===== config.mk =====
export PLATFORM = sky130hd
export DESIGN_NAME = serial_abs
export DESIGN_NICKNAME = d
export VERILOG_FILES = /design/src/rtl/serial_abs_pkg.sv /design/src/rtl/abs_slice.sv /design/src/rtl/serial_abs.sv
export SDC_FILE = /design/constraint.sdc
export NUM_CORES = 1
export LEC_CHECK = 0
export BUFFER_PORTS_ARGS = -buffer_cell sky130_fd_sc_hd__buf_4
export CAP_MARGIN = 20
export CORE_MARGIN = 4
export CORE_UTILIZATION = 59
export CTS_BUF_LIST = sky130_fd_sc_hd__clkbuf_4 sky130_fd_sc_hd__clkbuf_8
export DETAILED_ROUTE_END_ITERATION = 6
export PLACE_DENSITY = 0.95
export SYNTH_ARGS = -nofsm -noshare
export SYNTH_HDL_FRONTEND = slang
export SYNTH_SLANG_ARGS = --single-unit

===== constraint.sdc =====
create_clock -name clk -period 3.2 [get_ports clk]
set_clock_uncertainty 0.1 [all_clocks]
set_input_delay 0.16 -clock clk [delete_from_list [all_inputs] [get_ports clk]]
set_output_delay 0.16 -clock clk [all_outputs]
set_load 0.02 [all_outputs]

===== src/rtl/serial_abs_pkg.sv =====
// Shared types and sizing helpers for the serial absolute-value unit.
// Optional build macro used by this slice: SATURATE_EN (clamp the
// most-negative input to the largest positive value).
package serial_abs_pkg;

  typedef enum logic [1:0] {
    IDLE  = 2'd0,
    SHIFT = 2'd1,
    DONE  = 2'd2
  } state_t;

  // Number of beats needed to walk the whole operand.
  function automatic int beats(input int width, input int bpc);
    return width / bpc;
  endfunction

  // Beat counter width; never narrower than one bit.
  function automatic int cnt_bits(input int width, input int bpc);
    int n;
    n = width / bpc;
    return (n < 2) ? 1 : $clog2(n);
  endfunction

endpackage


===== src/rtl/abs_slice.sv =====
// Combinational BPC-bit slice of the "seen-a-one" negation chain:
// bits up to and including the first 1 pass through, later bits invert.
module abs_slice #(
  parameter int BPC = 1
) (
  input  logic [BPC-1:0] bits,
  input  logic           flag_in,
  input  logic           sign,
  output logic [BPC-1:0] bits_out,
  output logic           flag_out
);

  logic chain;

  // Ripple the flag LSB-first through the slice; only negative operands invert.
  always_comb begin
    chain    = flag_in;
    bits_out = '0;
    for (int i = 0; i < BPC; i++) begin
      bits_out[i] = sign ? (bits[i] ^ chain) : bits[i];
      chain       = chain | bits[i];
    end
    flag_out = chain;
  end

endmodule


===== src/rtl/serial_abs.sv =====
// Multi-cycle two's-complement absolute value, BPC bits per clock, with
// valid/ready handshakes on both sides. Build macro: SATURATE_EN.
module serial_abs
  import serial_abs_pkg::*;
#(
  parameter int WIDTH = 8,
  parameter int BPC   = 1
) (
  input  logic             clk,
  input  logic             rst,
  input  logic             in_valid,
  output logic             in_ready,
  input  logic [WIDTH-1:0] in_data,
  output logic             out_valid,
  input  logic             out_ready,
  output logic [WIDTH-1:0] out_data,
  output logic             out_ovf
);

  localparam int N  = beats(WIDTH, BPC);
  localparam int CW = cnt_bits(WIDTH, BPC);
  localparam logic [CW-1:0] LAST = CW'(N - 1);

  state_t state, state_next;

  logic [WIDTH-1:0]     shreg;
  logic                 sign;
  logic                 flag;
  logic [CW-1:0]        cnt;
  logic [BPC-1:0]       slice_out;
  logic                 slice_flag;
  logic [WIDTH+BPC-1:0] cat;
  logic [WIDTH-1:0]     shifted;
  logic [WIDTH-1:0]     result;
  logic                 last_beat;
  logic                 ovf_next;

  abs_slice #(.BPC(BPC)) u_slice (
    .bits    (shreg[BPC-1:0]),
    .flag_in (flag),
    .sign    (sign),
    .bits_out(slice_out),
    .flag_out(slice_flag)
  );

  // New result bits enter at the MSB end while consumed bits drop off the LSB end.
  assign cat       = {slice_out, shreg};
  assign shifted   = cat[WIDTH+BPC-1:BPC];
  assign last_beat = (cnt == LAST);
  assign ovf_next  = sign & shifted[WIDTH-1];

`ifdef SATURATE_EN
  localparam logic [WIDTH-1:0] SAT_VAL = {1'b0, {(WIDTH-1){1'b1}}};
  assign result = ovf_next ? SAT_VAL : shifted;
`else
  assign result = shifted;
`endif

  // State register.
  always_ff @(posedge clk) begin
    if (rst) state <= IDLE;
    else     state <= state_next;
  end

  // Next-state and handshake outputs.
  always_comb begin
    state_next = state;
    in_ready   = 1'b0;
    out_valid  = 1'b0;
    case (state)
      IDLE: begin
        in_ready = 1'b1;
        if (in_valid) state_next = SHIFT;
      end
      SHIFT: begin
        if (last_beat) state_next = DONE;
      end
      DONE: begin
        out_valid = 1'b1;
        if (out_ready) state_next = IDLE;
      end
      default: state_next = IDLE;
    endcase
  end

  // Datapath: load on accept, shift one slice per beat, capture result on the last beat.
  always_ff @(posedge clk) begin
    if (rst) begin
      shreg    <= '0;
      sign     <= 1'b0;
      flag     <= 1'b0;
      cnt      <= '0;
      out_data <= '0;
      out_ovf  <= 1'b0;
    end else begin
      case (state)
        IDLE: begin
          if (in_valid) begin
            shreg <= in_data;
            sign  <= in_data[WIDTH-1];
            flag  <= 1'b0;
            cnt   <= '0;
          end
        end
        SHIFT: begin
          shreg <= shifted;
          flag  <= slice_flag;
          cnt   <= cnt + 1'b1;
          if (last_beat) begin
            out_data <= result;
            out_ovf  <= ovf_next;
          end
        end
        default: ;
      endcase
    end
  end

endmodule


=== Word level (Yosys, flattened, before mapping) ===
Index checks and enable logic that the tools add are counted.

* Flip-flop bits (word level): 24

* Bitwise gates (word level): 3
* Equal/unequal tests: 6
* Reduce and logical (&&, ||, !) cells: 6
* Muxes and demuxes: 13
* $add $sub $neg: 1

{| class="wikitable"
|+ Operators with widths
! operator !! count
|-
| case mux 8 bit (2 select lines) || 1
|-
| two-way mux 8 bit || 1
|-
| two-way mux 2 bit || 3
|-
| != test 2 bit (second input constant) || 3
|-
| case mux 2 bit (3 select lines) || 1
|-
| case mux 3 bit (2 select lines) || 1
|-
| AND reduction 2 bit || 3
|-
| two-way mux 1 bit || 4
|-
| adder 3 x 1 -> 3 bit (second input constant) || 1
|-
| == test 3 bit (second input constant) || 1
|-
| two-way mux 3 bit || 1
|-
| AND reduction 3 bit || 1
|-
| == test 2 x 1 -> 1 bit (second input constant) || 1
|-
| == test 2 bit (second input constant) || 1
|-
| zero test 2 bit || 1
|-
| case mux 1 bit (2 select lines) || 1
|-
| nonzero test 2 bit || 1
|-
| AND 1 bit || 1
|-
| OR 1 bit || 1
|-
| XOR 1 bit || 1
|}

=== Logic depth before layout (Yosys ltp) ===
Gate-level depths: netlist (run 1).

* Depth after elaboration: 3
* Gate-level depth with buffers: 6

=== Modules after synthesis ===
Synthesis (run 1) repeated with hierarchy kept, for this count alone.

* Cell total of the unflattened synthesis: 113
* Area, all modules: 1072.3 um^2

{| class="wikitable"
|+ Modules (own cells, without submodules)
! module !! cells an instance !! area each (um^2) !! times used
|-
| serial_abs || 108 || 1033.5 || 1
|-
| abs_slice || 5 || 38.8 || 1
|}

=== Least setup slack after synthesis (run 1) ===
OpenSTA, ideal clock, no wires.

* Path kind: register to register
* Start: register cnt[0]
* End: register out_ovf
* Arrival: 1.124 ns
* Stages on the path, launching flop included: 7
* Path slack: 1.843 ns
* Path through: dfxtp_1 ha_1 ha_1 and3b_1 buf_4 nand3_1 a21oi_1

* Word-level cells in the longest chain between the ends: 2

{| class="wikitable"
|+ Ends and longest elaborated chain
! what !! RTL line !! source
|-
| start: declaration || serial_abs.sv:29 || <nowiki>logic [CW-1:0] cnt;</nowiki>
|-
| start signal: assignment || serial_abs.sv:108 || <nowiki>cnt <= cnt + 1'b1;</nowiki>
|-
| == test 3 bit || serial_abs.sv:49 || <nowiki>assign last_beat = (cnt == LAST);</nowiki>
|-
| AND reduction 2 bit (no source line) || n/a ||
|-
| end signal: assignment || serial_abs.sv:111 || <nowiki>out_ovf <= ovf_next;</nowiki>
|-
| end: declaration || serial_abs.sv:17 || <nowiki>output logic out_ovf</nowiki>
|}

Every way passes these cells.
A chain may end at the register's enable or synchronous reset.

=== Worst setup path in the final report (run 1) ===
* Start: register state[0]
* End: register shreg[1]

* Word-level cells in the longest chain between the ends: 3

{| class="wikitable"
|+ Ends and longest elaborated chain
! what !! RTL line !! source
|-
| start: declaration || serial_abs.sv:24 || <nowiki>state_t state, state_next;</nowiki>
|-
| start signal: assignment || serial_abs.sv:62 || <nowiki>else state <= state_next;</nowiki>
|-
| == test 2 x 1 -> 1 bit / zero test 2 bit (equally long branches) || serial_abs.sv:96 || <nowiki>case (state)</nowiki>
|-
| nonzero test 2 bit (no source line) / != test 2 bit (equally long branches) || n/a ||
|-
| AND reduction 2 bit (no source line) || n/a ||
|-
| end signal: assignment || serial_abs.sv:99 || <nowiki>shreg <= in_data;</nowiki>
|-
| end signal: assignment || serial_abs.sv:106 || <nowiki>shreg <= shifted;</nowiki>
|-
| end: declaration || serial_abs.sv:26 || <nowiki>logic [WIDTH-1:0] shreg;</nowiki>
|}

Several ways; a longest one is shown, not always the timed one.

==> flow_metrics.py, run 1 <==
metrics = {
    "cts": {
        "clock-sinks": 24,
        "cts_tree": "yes",
        "clock_path_buffers": 2,
        "clkTransAtPathRegs_ns": 0.13,
        "numCtsBuffers": 3,
        "clock_latency_ns": 0.32,
        "htreeDepth": 1,
        "post_cts_resized": 0,
        "root_buffer": "clkbuf_4",
    },
    "timing": {
        "rsz0062_at_grt": "no",
        "slew_headroom": 0.5448,
        "final_hold_viol_count": 0,
        "worstMarginPinSlew_ns": 0.6814,
        "period_needed_ns": 1.749,
        "drv_slew": 0,
        "finalSetupTns_ns": 0,
        "max_freq_mhz": 571.6,
        "holdWs_ns": 0.01069,
        "period_share": 0.5467,
        "setup_viol_count_final": 0,
        "setup_slack_ns": 1.451,
    },
    "layout": {
        "area_growth_pct": 20.26,
        "fin_nets": 155,
        "drive_above_1_share": 0.2590,
        "fin_area_um2": 1270,
        "fin_cells": 164,
        "n_antenna_cell": 0,
    },
    "global_routing": {
        "antenna_found_initial": 0,
        "grt_use_met1": 0.1937,
        "grt-ovfl-total": 0,
        "grt_use_met3": 0.04748,
        "grt_start_max_net_pins": 25,
        "first_global_vias": 867,
        "grtUsageTotal": 0.1864,
        "use_met2": 0.3413,
        "grt_busiest_layer": "met2",
        "grt_pass1_wl_mm": 3.553,
    },
    "logic_synthesis": {
        "yosysWarnings": 0,
        "syn_inst": 117,
        "syn_area_per_cell_um2": 9.026,
        "synth_seq_cells": 24,
        "ys_top_cells_by_area": "dfxtp_1 (45%), nand2_1 (8.2%), a21oi_1 (7.6%)",
        "netlist_area_um2": 1056,
        "ys_seq_area_frac": 0.4550,
        "mappedNetlistNets": 132,
        "synth_top_area_cell": "dfxtp_1",
        "yosysTopAreaCellShare": 0.4550,
        "ys_async_sr_fraction": 0,
        "synth-edff-count": 0,
        "synth.distinct_cells": 27,
        "synth_ff_type": "dfxtp_1",
    },
    "critical_path": {
        "critPathTopFamily": "simple AND/OR/NAND/NOR gates",
        "crit_chain": "nor2b_1 > a21oi_1 > a211oi_2",
        "path_class": "reg -> reg",
        "worstSetupEndpointType": "register",
        "worstPathMaxFanout": 10,
        "worstPathRequired_ns": 3.35,
        "arrival_ns": 1.90,
        "path_buf_inv": 0,
        "crit_slowest_cell": "nor2b_1",
        "cpPeakStageDelay_ns": 0.61,
        "start_kind": "register",
    },
    "place": {
        "port_buffers": 22,
        "post-place-ws_ns": 1.507,
        "place_inst": 156,
        "place_congestion": 0.7845,
        "place_hpwl_mm": 1.545,
        "place_area_um2": 1194,
    },
    "min_path": {
        "hold_class": "in -> reg",
    },
    "die": {
        "die_w_um": 50.31,
        "die_h_um": 50.31,
        "start_util": 0.6183,
        "die-area_um2": 2531,
        "io_pins": 23,
        "fp.coreArea_um2": 1708,
        "rows": 15,
    },
    "power": {
        "p_leak_uw": 0.0005155,
        "ir_drop_uv": 312.7,
        "power_density_nw_per_um2": 436.9,
    },
    "drt": {
        "vias": 908,
        "vias_per_cell": 5.537,
        "wl_per_cell_um": 13.18,
        "drc": 0,
        "drt_iter0_drc": 21,
        "dr.pass1.iters": 4,
        "final_antenna_net_count": 0,
        "wirelength_mm": 2.161,
    },
    "outcome": {
        "status": "finished clean",
    },
    "job": {
        "maxCapViolations": 0,
    },
}
-- cells in the final DEF (no fill, tap or decap) --
master and n:
a2bb2oi_1 2, o21ba_1 1, nand2b_1 2, a21oi_2 1, a21oi_1 16, a22oi_1 2
mux2i_1 2, and3b_1 1, nor2_1 12, dfxtp_1 24, clkbuf_4 3, a211oi_2 5
a211oi_1 2, o21bai_2 1, buf_4 22, nor2b_1 2, ha_1 3, nor3_1 1
clkbuf_8 1, nand3_1 2, inv_1 3, dlygate4sd3_1 4, a21bo_2 1, a311oi_2 1
nand3b_1 1, a221oi_2 1, nand2_1 23
-- sequential cells by signal, summed over array words and instances (netlist names) --
register and count:
cnt 3, flag 1, out_data 8, out_ovf 1, shreg 8, sign 1, state 2
-- metal layers --
layer	wire [µm]	part of all wire
met5	0	0
met4	34	0.016
met3	91	0.042
met2	1142	0.53
met1	893	0.41
-- cell families (layout without fill, tap and decap cells) --
kind of cell	count (synthesis)	in the layout	synth area share
AOI/OAI and AO/OA	33	33	0.2464
adders and majority gates	3	3	0.03555
buffers and inverters	11	33	0.06634
DFF	24	24	0.4550
muxes	2	2	0.01896
and+or+nand+nor	44	44	0.1777
-- path summary, 6_finish.rpt --
path	startpoint	end	slack, ns	cells past startpoint
worst max register to register	state[0]$_SDFFE_PP0P_	shreg[1]$_SDFFE_PP0P_	1.45	3
worst min-delay path	in_data[2]	shreg[2]$_SDFFE_PP0P_	0.01	3
worst max-delay path	state[0]$_SDFFE_PP0P_	shreg[1]$_SDFFE_PP0P_	1.45	3
worst min register to register	out_data[6]$_SDFFE_PP0P_	out_data[6]$_SDFFE_PP0P_	0.36	2
-- area by class of cell --
cell class	instances	area [µm²]
Clock buffer	4	36.28
Fill cell	118	437.9
Multi-Input combinational cell	82	505.5
Timing Repair Buffer	26	205.2
Inverter	3	11.26
Tap cell	25	31.28
Sequential cell	24	480.5
-- tightest hold or removal path, cell delays in order --
cell and delay, ns:
buf_4 0.11, nand2_1 0.07, a211oi_2 0.06
-- Yosys cell counts (3+ instances only) --
cell      number
nand2_1       23
ha_1           3
buf_4          3
a21oi_1       16
a211oi_2       5
nor2_1        12
inv_1          3
dfxtp_1       24
-- report_power, final --
part	internal, µW	switching [µW]	total, µW
logic	34.5	38.3	72.7
registers	311	11.2	323
clock network	69.6	89.9	159
-- metrics by stage --
step | power, µW | util
floorplan | 380.0 | -
global placement | 392.8 | 0.6989
detailed placement | 397.8 | 0.6989
CTS | 554.4 | 0.7377
global route | 579.3 | 0.7436
finish | 554.9 | 0.7436
-- what timing repair did --
action	in CTS	in global routing
hold buffers	3	1
buffers inserted	0	0
hold endpoints to repair	3	1
endpoints found under the setup margin	0	0
Note: power is estimated with default switching activity, not from simulation.
==> inputs of run 2 (changes only) <==
--- a/config.mk
+++ b/config.mk
@@ -8,10 +8,10 @@
 export BUFFER_PORTS_ARGS = -buffer_cell sky130_fd_sc_hd__buf_4
 export CAP_MARGIN = 20
 export CORE_MARGIN = 4
-export CORE_UTILIZATION = 59
+export CORE_UTILIZATION = 49
 export CTS_BUF_LIST = sky130_fd_sc_hd__clkbuf_4 sky130_fd_sc_hd__clkbuf_8
 export DETAILED_ROUTE_END_ITERATION = 6
-export PLACE_DENSITY = 0.95
+export PLACE_DENSITY = 0.87
 export SYNTH_ARGS = -nofsm -noshare
 export SYNTH_HDL_FRONTEND = slang
 export SYNTH_SLANG_ARGS = --single-unit
==> constraint.sdc (replaced) <==
create_clock -name clk -period 1.4 [get_ports clk]
set_clock_uncertainty 0.1 [all_clocks]
set_input_delay 0.07 -clock clk [delete_from_list [all_inputs] [get_ports clk]]
set_output_delay 0.07 -clock clk [all_outputs]
set_load 0.02 [all_outputs]
==> run 2 against run 1 <==
- worst setup slack worse by 1.4 ns
- clock power rose by 92%
- worst hold slack better by 0.35 ns
- power grew 130%
- die area grew 17%
- sequential share of layout area is 5.3 points lower
- routed wire length up 43%
- final area up 19%
- final cell count rose by 12%
- non-clock buffer count up 18
==> flow_metrics.py, run 2 (synthesized netlist as in run 1, its figures left out) <==
metrics = {
    "timing": {
        "worstMarginPinSlew_ns": 0.3200,
        "slew_headroom": 0.7867,
        "period_share": 0.9914,
        "drv_slew": 0,
        "max_freq_mhz": 720.5,
        "finalSetupTns_ns": 0,
        "final_hold_viol_count": 0,
        "setup_viol_count_final": 0,
        "rsz0062_at_grt": "yes",
        "period_needed_ns": 1.388,
        "setup_slack_ns": 0.01208,
    },
    "drt": {
        "wirelength_mm": 3.098,
        "drc": 0,
        "vias": 1070,
        "final_antenna_net_count": 0,
        "drt_iter0_drc": 50,
        "vias_per_cell": 5.815,
        "wl_per_cell_um": 16.84,
        "dr.pass1.iters": 4,
    },
    "global_routing": {
        "grt_use_met3": 0.05177,
        "grt_busiest_layer": "met2",
        "grt_pass1_wl_mm": 4.347,
        "grt_start_max_net_pins": 25,
        "antenna_found_initial": 0,
        "grt_use_met1": 0.2283,
        "grt-ovfl-total": 0,
        "first_global_vias": 952,
        "grtUsageTotal": 0.2099,
        "use_met2": 0.3645,
    },
    "power": {
        "ir_drop_uv": 819.9,
        "power_density_nw_per_um2": 848.0,
        "p_leak_uw": 0.0006025,
    },
    "die": {
        "fp.coreArea_um2": 2002,
        "die_h_um": 54.43,
        "start_util": 0.5275,
        "die-area_um2": 2962,
        "io_pins": 23,
        "rows": 16,
        "die_w_um": 54.43,
    },
    "place": {
        "post-place-ws_ns": -0.1119,
        "place_inst": 166,
        "place_hpwl_mm": 1.725,
        "place_congestion": 0.7732,
        "port_buffers": 22,
    },
    "layout": {
        "final_cell_mix": "buf_4 (31), dfxtp_1 (18), nand2_1 (17)",
        "area_growth_pct": 42.89,
        "fillers": 132,
        "n_antenna_cell": 0,
        "reg_top3": "out_data x8, shreg x8, cnt x3",
        "fin_nets": 174,
        "postLayoutCoreUtil": 0.7538,
        "drive_above_1_share": 0.4331,
        "mostFrequentLayoutCell": "buf_4",
        "fin_cells": 184,
    },
    "cts": {
        "cts_tree": "yes",
        "clkTransAtPathRegs_ns": 0.13,
        "numCtsBuffers": 3,
        "clock_path_buffers": 2,
        "root_buffer": "clkbuf_4",
        "htreeDepth": 1,
        "clock-sinks": 24,
        "clock_latency_ns": 0.32,
    },
    "critical_path": {
        "timing.rr.start": "cnt[1]$_SDFFE_PP0P_",
        "r2r-end": "out_data[3]$_SDFFE_PP0P_",
        "worstPathMaxFanout": 4,
        "start_kind": "register",
        "arrival_ns": 1.55,
        "reg2reg_slack_ns": 0.01,
        "worstPathRequired_ns": 1.56,
        "path_common_cell": "ha_4",
        "critPathLaunch": "cnt[1]$_SDFFE_PP0P_",
        "worstSetupEndpointType": "register",
        "cpPeakStageDelay_ns": 0.36,
        "crit_chain": "ha_4 > ha_4 > nand3b_1 > buf_6 > nand2_2 > a21oi_1",
        "rr_worst_depth": 6,
        "crit_slowest_cell": "dfxtp_2",
        "cp-endpoint": "out_data[3]$_SDFFE_PP0P_",
        "path_class": "reg -> reg",
    },
    "job": {
        "maxCapViolations": 0,
    },
    "outcome": {
        "status": "finished clean",
    },
    "min_path": {
        "hold_class": "reg -> reg",
    },
}
==> run 2: changes by cell type in the layout (fill, tap and decap cells not counted), sizes merged <==
cell / previous run / this run
clkbuf: 4 / 3
dlygate4sd3: 4 / 11
buf: 22 / 33
and3b: 1 / 2
==> run 2: worst min-delay path by stage <==
stage,from,endpoint,slack (ns),cells past startpoint
2_1_floorplan,rst,shreg[0]$_SDFFE_PP0P_,0.04,1
6_report,out_data[4]$_SDFFE_PP0P_,out_data[4]$_SDFFE_PP0P_,0.36,2
4_1_cts,out_data[4]$_SDFFE_PP0P_,out_data[4]$_SDFFE_PP0P_,0.37,2
5_1_grt,out_data[5]$_SDFFE_PP0P_,out_data[5]$_SDFFE_PP0P_,0.39,2
3_3_place_gp,out_ready,state[1]$_SDFFE_PP0P_,0.24,3
3_5_place_dp,out_ready,state[1]$_SDFFE_PP0P_,0.25,3
==> run 2: per-stage QoR <==
stage | total power (µW) | hold slack (ns) | instance area [µm²]
after CTS | 1244 | 0.3661 | 1418
after floorplan | 868.7 | 0.03625 | 1056
final | 1280 | 0.3594 | 1509
after global routing | 1335 | 0.3934 | 1509
after global placement | 916.6 | 0.2359 | 1256
after detailed placement | 927.8 | 0.2479 | 1256
==> run 2: worst max-delay path: cells and delay by family, from the launching register on <==
kind,cells,cell delay [ns]
buffers and inverters,1,0.17
AND/OR/NAND/NOR,2,0.25
flip-flops,1,0.36
AO/OA/AOI/OAI,1,0.12
adder cells (fa/ha/maj),2,0.33
==> run 2: timing repair <==
item / in CTS / in global routing
resized for setup: 3 / 25
hold buffers: 11 / 0
setup endpoints to repair: 10 / 20
setup buffers: 2 / 1
pin swaps: 0 / 9
hold endpoints to repair: 11 / 0
gates cloned: 1 / 0
==> run 2: power by group <==
group,switching [µW],internal (µW),leakage (µW)
clock,204,101,0.0000138
combinational,112,120,0.000390
sequential,29.4,713,0.000199
==> run 2: routing by layer <==
metal	share of wire	up-vias
met3	0.064	17
met2	0.53	48
li1	-	488
met5	0	-
met1	0.38	517
met4	0.031	0
==> run 2: final cells by class <==
type / count / area (µm²) / area share
well taps: 27 / 33.78 / 0.02239
repair buffers: 44 / 365.4 / 0.2421
clock buffers: 3 / 22.52 / 0.01493
inverters: 3 / 11.26 / 0.007463
flip-flops and latches: 24 / 490.5 / 0.3250
multi-input cells: 83 / 585.6 / 0.3881
